--- config.mk ---
export PLATFORM = sky130hd
export DESIGN_NAME = reg_bank16_n
export DESIGN_NICKNAME = d
export VERILOG_FILES = /design/src/rtl/reg_bank16_n.sv
export SDC_FILE = /design/constraint.sdc
export NUM_CORES = 1
export LEC_CHECK = 0
export BUFFER_PORTS_ARGS = -buffer_cell sky130_fd_sc_hd__buf_2
export CAP_MARGIN = 15
export CORE_AREA = 2 2 90 92
export CTS_CLUSTER_SIZE = 12
export DETAILED_ROUTE_END_ITERATION = 10
export DIE_AREA = 0 0 92 94
export GPL_TIMING_DRIVEN = 0
export PLACE_DENSITY = 0.75
export SLEW_MARGIN = 20
export SYNTH_ARGS = -nofsm -noshare
export SYNTH_HDL_FRONTEND = slang
export SYNTH_SLANG_ARGS = --single-unit
--- constraint.sdc ---
create_clock -name clk_i -period 3.48 [get_ports clk_i]
set_input_delay 1.044 -clock clk_i [delete_from_list [all_inputs] [get_ports clk_i]]
set_output_delay 1.044 -clock clk_i [all_outputs]
set_load 0.05 [all_outputs]
--- src/rtl/reg_bank16_n.sv ---
// Sixteen-entry n-bit register bank with valid/ready write port and a one-entry-per-cycle clear sweep.
// Optional build macro REG_BANK_ZERO_LOCK_EN pins entry 0 to zero and marks it always valid.
module reg_bank16_n #(
    parameter int n       = 4,
    parameter int address = 4,
    parameter int m       = 16
) (
    input  logic               clk_i,
    input  logic               rst_ni,
    input  logic               we_i,
    input  logic [address-1:0] wr_addr_i,
    input  logic [n-1:0]       wr_data_i,
    output logic               wr_ready_o,
    input  logic               clr_i,
    output logic               busy_o,
    output logic [n-1:0]       data_o [0:m-1],
    output logic [m-1:0]       valid_o
);

    // state | meaning
    // IDLE  | accepting writes, sampling clr_i
    // CLEAR | sweeping entry cnt to zero, writes stalled
    typedef enum logic {IDLE, CLEAR} state_t;

    state_t             state;
    logic [address-1:0] cnt;
    logic               busy_q;
    logic [n-1:0]       mem [0:m-1];
    logic [m-1:0]       vld;

    assign wr_ready_o = (state == IDLE) && !clr_i;
    assign busy_o     = busy_q;

    always_ff @(posedge clk_i or negedge rst_ni) begin
        if (!rst_ni) begin
            state  <= IDLE;
            cnt    <= '0;
            busy_q <= 1'b0;
            vld    <= '0;
            for (int i = 0; i < m; i++) mem[i] <= '0;
        end else begin
            case (state)
                IDLE: begin
                    if (clr_i) begin
                        state  <= CLEAR;
                        cnt    <= '0;
                        busy_q <= 1'b1;
                    end else if (we_i && (int'(wr_addr_i) < m)) begin
                        // out-of-range addresses complete the handshake but land nowhere
                        mem[wr_addr_i] <= wr_data_i;
                        vld[wr_addr_i] <= 1'b1;
                    end
                end
                CLEAR: begin
                    mem[cnt] <= '0;
                    vld[cnt] <= 1'b0;
                    if (int'(cnt) == m - 1) begin
                        state  <= IDLE;
                        cnt    <= '0;
                        busy_q <= 1'b0;
                    end else begin
                        cnt <= cnt + 1'b1;
                    end
                end
                default: begin
                    state  <= IDLE;
                    cnt    <= '0;
                    busy_q <= 1'b0;
                end
            endcase
        end
    end

    always_comb begin
        for (int i = 0; i < m; i++) data_o[i] = mem[i];
        valid_o = vld;
`ifdef REG_BANK_ZERO_LOCK_EN
        // entry 0 reads as a constant zero that is always considered written
        data_o[0]  = '0;
        valid_o[0] = 1'b1;
`else
`endif
    end

endmodule

==> out/metrics.cfg, run 1 <==
[sta]
tightestPinTransition_ns = 0.613
setup_slack_ns = 0.732
fmax_ghz = 0.364
setup_tns_ns = 0
rsz0062_at_grt = no
fin_skew_ns = 0.0101
timing.final.crit_share_pct = 79.0
slew_viol_final = 0
max-slew-margin-rel_pct = 59.1
setup-violations-final = 0
hold_viol_final = 0
period_needed_ns = 2.75

[setup_path]
cp.arrival_ns = 1.70
cpMostUsedCell = buf_2
r2r_slack_ns = 1.86
critPathSlowestCell = dfrtp_1
cp.depth = 4
r2r-start = state
critical_path_buf_inv_count = 3
cp_max_fo = 10
endpoint = wr_ready_o
reg2reg_depth = 4
max_stage_delay_ns = 0.39
start_kind = register
cp-end-kind = output port
crit_type = reg2out
crit_family = buffers and inverters
worstPathRequired_ns = 2.44
path_cells = buf_2 > buf_2 > nor2_1 > buf_2
r2r-end = data_o[45]
crit_start = state

[drt]
via_per_inst = 5.24
drc_errors = 0
wirelength_mm = 8.88
post_drt_wl_per_cell_um = 16.1
drt-initial-drc-count = 128
vias = 2900
dr.pass1.iters = 4
ant_nets = 0

[grt]
grt_start_max_net_pins = 55
grt_first_pass_wirelength_mm = 14.6
grt_usage_pct = 22.1
antenna_found_initial = 0
grt_pass1_vias = 2870
overflow = 0

[cts]
htree_levels = 3
cts_sinks = 86
clockBufferDepth = 2
cts_tree = built
cts-root-buf = clkbuf_8
cts_hold_buf = 0
cts_made_buffers = 9
clkTransAtPathRegs_ns = 0.08
cts_resized = 0
cts_setup_buffers = 0
clock_latency_ns = 0.36

[place]
gp_congestion = 0.863
dpl-instance-area_um2 = 4400
hpwlAfterDp_mm = 6.39
io_buffers = 92
post-place-ws_ns = 0.792

[power_and_ir_drop]
power_density_nw_per_um2 = 1030
p_leak_nw = 2.78
vdd_ir_drop_max_mv = 0.471

[synthesis]
yosys_warnings = 0
avgSynthCellArea_um2 = 11.1
ys_seq_area_share_pct = 56.9
netlist_instances = 342
syn_nets = 359
ys_ff_latch = 86
synth_top_area_share_pct = 56.9
synth_cell_type_count = 32
netlist_top_cells_area = dfrtp_1 (57%), mux2i_1 (14%), nand2_1 (9.1%), nand2_2 (2.1%), nand3_1 (1.9%)
yosys.area.top_type = dfrtp_1
netlist_area_um2 = 3780

[layout]
final_net_count = 463
antennaDiodeCount = 0
final_cell_area_um2 = 4620
drive_gt1_share_pct = 30.8
area_growth_pct = 22.0

[die]
pin_count = 94
die_h_um = 94
core_area_um2 = 7610
dieArea_um2 = 8650
fp-row-count = 32
die_x_um = 92
start_util_pct = 49.7

[job]
maxCapViolations = 0

[status]
status = completed

[min_path]
hp-class = reg2reg

## power breakdown
| group | internal, mW | switching [mW] | total [mW] |
|---|---|---|---|
| clock network | 0.423 | 0.354 | 0.777 |
| registers | 1.37 | 0.214 | 1.58 |
| logic | 0.540 | 1.84 | 2.38 |
## sequential cells by signal (all words and copies together), names as in the netlist
register,cells
busy_o,1
cnt,4
data_o,64
state,1
valid_o,16
## layout by cell type, fill, tap and decap left out, types with 4 or more instances in the layout
cell type / count
nand3_1: 14
nand4b_1: 8
clkbuf_8: 10
nand4_1: 4
dfrtp_1: 86
o21ai_0: 12
nand4bb_1: 4
mux2i_1: 52
a21o_1: 4
nand2_1: 92
buf_2: 102
clkbuf_1: 7
ha_1: 5
nand2_2: 13
inv_1: 7
## layout make-up
| class | count | area (um^2) |
|---|---|---|
| buffer | 17 | 85.1 |
| clock buffer | 12 | 145 |
| clock inverter | 4 | 70.1 |
| fill | 672 | 2990 |
| inverter | 7 | 26.3 |
| multi-input combinational | 232 | 1520 |
| sequential | 86 | 2150 |
| tap | 102 | 128 |
| timing repair buffer | 93 | 490 |
## how the worst min path moves through the flow
stage	startpoint	to	slack, ns	depth (start not counted)
2_1_floorplan	cnt[1]	cnt[1]	0.62	2
3_3_place_gp	valid_o[0]	valid_o[0]	0.46	1
3_5_place_dp	valid_o[7]	valid_o[7]	0.46	2
4_1_cts	valid_o[5]	valid_o[5]	0.48	2
5_1_grt	valid_o[3]	valid_o[3]	0.50	1
6_report	valid_o[5]	valid_o[5]	0.48	2
## cell families (layout without fill, tap and decap cells)
kind of cell	Yosys count	after routing	synth area share (%)
AO/OA/AOI/OAI	23	23	3.70
adder cells (fa/ha/maj)	5	5	1.65
buffers and inverters	24	133	2.94
flip-flops	86	86	56.9
multiplexers	53	53	14.1
AND/OR/NAND/NOR	151	151	20.8
## Yosys cell counts (all sizes together)
| cell | n |
|---|---|
| nand4bb | 4 |
| and3b | 1 |
| nor2 | 1 |
| dfrtp | 86 |
| nor3b | 2 |
| o31ai | 2 |
| nor2b | 2 |
| nand4 | 4 |
| and2 | 3 |
| o211ai | 1 |
| buf | 12 |
| nand4b | 8 |
| nor4b | 1 |
| and4bb | 2 |
| a21oi | 1 |
| ha | 5 |
| nand2 | 105 |
| mux2i | 52 |
| o21a | 1 |
| inv | 7 |
| a21o | 4 |
| and4b | 2 |
| a21boi | 1 |
| a22oi | 1 |
| mux2 | 1 |
| nor3 | 2 |
| clkbuf | 5 |
| nand3 | 14 |
| o21ai | 12 |
## tightest hold or removal path: stages (launching register included)
cell and delay [ns]:
dfrtp_1 0.35, nand2_1 0.05, nand2_1 0.05
## per-layer routing
metal / track usage (%) / share of wire (%) / vias to the layer above
met4: 8.96 / 1.6 / 0
li1: - / - / 1373
met1: 29.7 / 44 / 1434
met2: 34.5 / 49 / 80
met3: 5.62 / 5.8 / 13
met5: 0 / 0 / -
## per-stage QoR
stage	std cells	hold slack [ns]	util, %	power, mW
5_1_grt	553	0.503	60.7	4.98
3_5_place_dp	537	0.458	57.9	3.99
2_1_floorplan	342	0.615	-	3.39
6_report	553	0.477	60.7	4.74
3_3_place_gp	536	0.456	57.5	3.92
4_1_cts	553	0.480	60.7	4.76
(Power assumes the default switching activity.)
==> run 2: changes to the inputs <==
Settings changed: CORE_AREA 2 2 90 92 to 2 2 92 94, DIE_AREA 0 0 92 94 to 0 0 94 96.
Clock period 3.48 ns to 2.4 ns, I/O delays scaled along.
==> out/metrics.cfg, run 2 (same netlist as run 1, synthesis figures left out) <==
[place]
io_buffers = 92  ; unchanged
dp_cells = 540  ; +0.56%
dpl-instance-area_um2 = 4410  ; about the same
hpwlAfterDp_mm = 6.59  ; +3.2%
gp_congestion = 0.899  ; +4.2%

[sta]
setup-violations-final = 0  ; unchanged
timing.final.crit_share_pct = 96.1
rsz0062_at_grt = no
tightestPinTransition_ns = 0.690  ; +0.0773 ns
fmax_ghz = 0.434
max-slew-margin-rel_pct = 54.0  ; -5.2 points
hold_viol_final = 0  ; unchanged
slew_viol_final = 0  ; unchanged
fin_skew_ns = 0.00729  ; -0.00279 ns
period_needed_ns = 2.31

[die]
pin_count = 94  ; unchanged
die_x_um = 94  ; +2.2%
die_h_um = 96  ; +2.1%
fp-row-count = 33  ; +3.1%
dieArea_um2 = 9020  ; +4.3%
start_util_pct = 47.0  ; -2.7 points
core_area_um2 = 8050  ; +5.8%

[grt]
grt_first_pass_wirelength_mm = 14.5  ; -1.3%
grt_usage_pct = 21.2  ; -0.86 points
antenna_found_initial = 0  ; unchanged
overflow = 0  ; unchanged
grt_pass1_vias = 2815  ; -1.9%
grt_start_max_net_pins = 47  ; -15%

[min_path]
hp-class = in2async

[setup_path]
start_kind = register
max_stage_delay_ns = 0.41  ; +0.02 ns
r2r-end = data_o[19]
crit_type = reg2out
reg2reg_depth = 4  ; unchanged
crit_start = state
critPathSlowestCell = dfrtp_1
cp_max_fo = 10  ; unchanged
r2r-start = state
r2r_slack_ns = 0.74  ; -1.12 ns
cp-end-kind = output port
critical_path_buf_inv_count = 3  ; unchanged
cp.arrival_ns = 1.59  ; -0.11 ns
path_cells = buf_2 > buf_2 > nor2_2 > buf_4
worstPathRequired_ns = 1.68  ; -0.76 ns
cpMostUsedCell = buf_2
crit_family = buffers and inverters

[layout]
area_growth_pct = 21.5
final_cell_area_um2 = 4600  ; -0.41%
final_common_cell = buf_2
antennaDiodeCount = 0  ; unchanged
final_net_count = 463  ; unchanged
largest_reg_flops = 64  ; unchanged
final_util_pct = 57.1  ; -3.6 points
layoutNonFillerInstCount = 555  ; +0.36%
most-common-layout-cells = buf_2 (101), nand2_1 (92), dfrtp_1 (86), mux2i_1 (52), nand3_1 (14)
fill_cells = 721  ; +7.3%
drive_gt1_share_pct = 31.3  ; +0.51 points

[drt]
wl_met3_um = 456  ; -11%
via_per_inst = 5.32  ; +1.4%
vias = 2952  ; +1.8%
ant_nets = 0  ; unchanged
dr.pass1.iters = 4  ; unchanged
drt-initial-drc-count = 162  ; +27%
wirelength_mm = 9.16  ; +3.1%
top_layer_used = met4
met1_length_mm = 4.07  ; +4.5%
post_drt_wl_per_cell_um = 16.5  ; +2.7%
wl_met2_mm = 4.47  ; +3.0%
drc_errors = 0  ; unchanged

[cts]
cts_made_buffers = 9  ; unchanged
cts_resized = 1  ; +1
cts_tree = built
htree_levels = 3  ; unchanged
clockBufferDepth = 2  ; unchanged
clock_latency_ns = 0.35  ; about the same
cts_hold_buf = 0  ; unchanged
cts_sinks = 86  ; unchanged
clkTransAtPathRegs_ns = 0.08  ; about the same
cts_setup_buffers = 0  ; unchanged
cts-root-buf = clkbuf_8

[power_and_ir_drop]
p_leak_nw = 2.77  ; -0.33%
power_density_nw_per_um2 = 1470  ; +43%
vdd_ir_drop_max_mv = 0.521  ; +11%

[status]
status = completed

[job]
maxCapViolations = 0  ; unchanged

run 2: changes by cell type in the layout (fill, tap and decap cells not counted):
cell / change
buf_4: +1
nor2_1: -1
buf_2: -1
nor2_2: +1
clkbuf_1: -2
bufinv_16: -1
clkinv_2: +2
run 2: per-stage QoR:
stage,TNS (ns),hold WS (ns),worst slack [ns],total power [mW]
final,0,0.344,0.0942,6.74
after global routing,0,0.375,0.0546,7.09
after CTS,0,0.355,0.0562,6.78
after detailed placement,0,0.462,0.358,5.79
after global placement,-3.96,0.454,-0.0505,5.69
after floorplan,0,0.424,0.135,4.92
run 2: power breakdown:
group	internal, mW	total, mW	switching [mW]
clock network	0.497	0.996	0.499
registers	1.99	2.29	0.305
logic	0.785	3.45	2.67
total	3.27	6.74	3.47
run 2: worst max-delay path by stage:
stage	slack [ns]	end	cells past startpoint
floorplan	0.14	wr_ready_o	2
global placement	-0.05	data_o[23]	1
detailed placement	0.36	wr_ready_o	3
CTS	0.06	wr_ready_o	4
global route	0.05	wr_ready_o	4
finish	0.09	wr_ready_o	4
run 2: area by class of cell:
cell class                 instances  area [um^2]  area share (%)
multi-input combinational        232         1520            33.1
timing repair buffer              93          493            10.7
tap                              105          131            2.86
inverter                           7         26.3           0.571
clock inverter                     5         50.0            1.09
clock buffer                      10          138            2.99
sequential                        86         2150            46.8
buffer                            17         85.1            1.85
run 2: metal layers:
layer,vias to the layer above,global-route usage [%]
li1,1373,-
met2,82,33.6
met4,0,9.18
met5,-,0
met1,1487,29.2
met3,10,3.37
run 2: worst reg2reg max path: stages (launching register included):
cell,delay (ns)
dfrtp_1,0.41
buf_2,0.20
nor3b_2,0.50
nand2_2,0.22
mux2i_1,0.17
==> run 3: changes to the inputs <==
Settings changed: ABC_AREA set to 1, PLACE_DENSITY 0.75 to 0.74, SLEW_MARGIN 20 to 10.
==> out/metrics.cfg, run 3 <==
[setup_path]
cp_max_fo = 10  ; unchanged
cp.arrival_ns = 1.54  ; -0.05 ns
critPathSlowestCell = dfrtp_1
crit_type = reg2out
worstPathRequired_ns = 1.68  ; about the same
cp-end-kind = output port
start_kind = register
path_cells = buf_4 > nor2_2 > buf_2
max_stage_delay_ns = 0.45  ; +0.04 ns

[power_and_ir_drop]
power_density_nw_per_um2 = 1180  ; -20%
p_sw_share_pct = 45.4  ; -6.1 points
switching_power_mw = 2.45  ; -29%
power_frac_seq_pct = 36.8  ; +2.8 points
power_mw = 5.40  ; -20%
vdd_ir_drop_max_mv = 0.542  ; +4.1%
p_int_mw = 2.95  ; -9.8%
power.share.clock_pct = 23.0  ; +8.2 points
p_leak_nw = 2.74  ; -1.2%
comb_power_share_pct = 40.3  ; -11 points

[drt]
drt-initial-drc-count = 316  ; +95%
wirelength_mm = 9.85  ; +7.6%
post_drt_wl_per_cell_um = 15.2  ; -7.6%
vias = 3433  ; +16%
dr.pass1.iters = 5  ; +1
drc_errors = 0  ; unchanged
via_per_inst = 5.31  ; about the same
ant_nets = 0  ; unchanged

[cts]
cts_sinks = 86  ; unchanged
clockBufferDepth = 2  ; unchanged
clock_latency_ns = 0.37  ; +0.02 ns
cts-root-buf = clkbuf_8
cts_resized = 0  ; -1
htree_levels = 3  ; unchanged
clkTransAtPathRegs_ns = 0.09  ; about the same
cts_hold_buf = 0  ; unchanged
cts_tree = built
cts_setup_buffers = 0  ; unchanged
cts_made_buffers = 9  ; unchanged

[synthesis]
ys_ff_latch = 86  ; unchanged
syn_nets = 452  ; +26%
ys_seq_area_share_pct = 57.9  ; +0.98 points
yosysMostFrequentCell = nand2_1
netlist_area_um2 = 3720  ; -1.7%
yosys_warnings = 0  ; unchanged
netlist_top_cells_area = dfrtp_1 (58%), nand3_1 (17%), nand2_1 (16%), ha_1 (1.7%), inv_1 (1.5%)
synth_ff_type = dfrtp_1
netlist_instances = 435  ; +27%
avgSynthCellArea_um2 = 8.55  ; -23%
synth_top_cells_by_count = nand2_1 (155), nand3_1 (125), dfrtp_1 (86)
yosys.area.top_type = dfrtp_1
synth_enable_flop_cells = 0  ; unchanged
postSynth.asyncResetShare_pct = 100  ; unchanged
synth_cell_type_count = 17  ; -47%
synth_top_area_share_pct = 57.9  ; +0.98 points

[place]
gp_congestion = 0.874  ; -2.8%
dp_cells = 630  ; +17%
hpwlAfterDp_mm = 7.27  ; +10%
io_buffers = 89  ; -3.3%

[die]
die_h_um = 96  ; unchanged
start_util_pct = 46.2  ; -0.79 points
die_x_um = 94  ; unchanged
core_area_um2 = 8050  ; unchanged
dieArea_um2 = 9020  ; unchanged
fp-row-count = 33  ; unchanged
pin_count = 94  ; unchanged

[sta]
max-slew-margin-rel_pct = 56.5  ; +2.6 points
whs_ns = 0.324  ; -0.0201 ns
tightestPinTransition_ns = 0.652  ; -0.0384 ns
slew_viol_final = 0  ; unchanged
fin_skew_ns = 0.0102  ; +0.00287 ns
period_needed_ns = 2.26  ; -0.0496 ns
timing.final.crit_share_pct = 94.0  ; -2.1 points
setup-violations-final = 0  ; unchanged
rsz0062_at_grt = no
fmax_ghz = 0.443  ; +2.2%
hold_viol_final = 0  ; unchanged

[layout]
most-common-layout-cells = nand2_1 (155), nand3_1 (125), buf_2 (94), dfrtp_1 (86), inv_1 (15)
regArea_um2 = 2150  ; unchanged
largest_reg_flops = 64  ; unchanged
antennaDiodeCount = 0  ; unchanged
final_common_cell = nand2_1
layoutNonFillerInstCount = 646  ; +16%
multi_input_area_um2 = 1410  ; -7.2%
final_net_count = 553  ; +19%
area_growth_pct = 23.0
fill_cells = 752  ; +4.3%
drive_gt1_share_pct = 23.7  ; -7.7 points

[min_path]
hp-class = in2async

[grt]
grt_pass1_vias = 3097  ; +10%
overflow = 0  ; unchanged
grt_first_pass_wirelength_mm = 15.7  ; +8.5%
grt_usage_pct = 22.8  ; +1.6 points
grt_start_max_net_pins = 48  ; +2.1%
antenna_found_initial = 0  ; unchanged

[job]
maxCapViolations = 0  ; unchanged

[status]
status = completed

-- run 3: cell types whose count changed after synthesis, moves of 4 or more --
cell and delta:
o21ai_0 -9, mux2i_1 -52, nand2_2 -11, nand2_1 +63, nand4bb_1 -4, inv_1 +8
nor2_1 +12, buf_2 -5, clkbuf_1 +4, nor2_2 +5, inv_2 +4, a21o_1 -4
nand4b_1 -8, nand3_1 +111
-- run 3: final timing paths --
kind	start	end	slack, ns	cells past startpoint
max	state	wr_ready_o	0.14	3
min	rst_ni	data_o[9]	0.32	1
max reg2reg	state	data_o[32]	0.94	7
min reg2reg	valid_o[12]	valid_o[12]	0.48	2
max in group asynchronous	rst_ni	data_o[15]	1.45	2
min in group clk_i	valid_o[12]	valid_o[12]	0.48	2
-- run 3: area by class of cell --
cell class	count	area share, %
Buffer	18	1.89
Clock inverter	6	2.38
Timing Repair Buffer	90	10.4
Inverter	19	1.56
Clock buffer	10	3.01
Multi-Input combinational cell	312	30.9
Tap cell	105	2.87
Sequential cell	86	47.0
-- run 3: cell families (layout without fill, tap and decap cells) --
group                    Yosys count  count (layout)  share of synthesized area, %
AO/OA/AOI/OAI                      4               4                         0.572
XOR/XNOR                           1               1                         0.235
adder cells (fa/ha/maj)            5               5                          1.68
buffers and inverters             37             143                          4.24
flip-flops                        86              86                          57.9
AND/OR/NAND/NOR                  302             302                          35.4
-- run 3: critical path, delay by kind of cell, from the launching register on --
family | cells | cell delay (ns)
buffers and inverters | 2 | 0.51
flip-flops | 1 | 0.45
AND/OR/NAND/NOR | 1 | 0.22
-- run 3: per-layer routing --
layer	up-vias	GRT usage [%]	wire [um]
li1	1621	-	-
met1	1645	33.0	4380
met2	152	34.6	4460
met3	15	4.23	860
met4	0	8.09	155
met5	-	0	0
-- run 3: power groups by stage --
| stage | Combinational, mW | Clock [mW] | Sequential, mW |
|---|---|---|---|
| detailed placement | 2.18 | 0 | 2.01 |
| floorplan | 0.641 | 0 | 2.97 |
| CTS | 2.18 | 1.26 | 1.99 |
| finish | 2.17 | 1.24 | 1.98 |
| global route | 2.33 | 1.31 | 2.03 |
| global placement | 2.13 | 0 | 2.00 |
-- run 3: per-stage QoR --
stage	setup WS (ns)	TNS [ns]	instance area, um^2	utilization, %
2_1_floorplan	0.229	0	3720	-
3_3_place_gp	-0.0970	-8.10	4300	53.4
3_5_place_dp	0.219	0	4330	53.7
4_1_cts	0.0241	0	4570	56.8
5_1_grt	0.0884	0	4580	56.8
6_report	0.144	0	4580	56.8
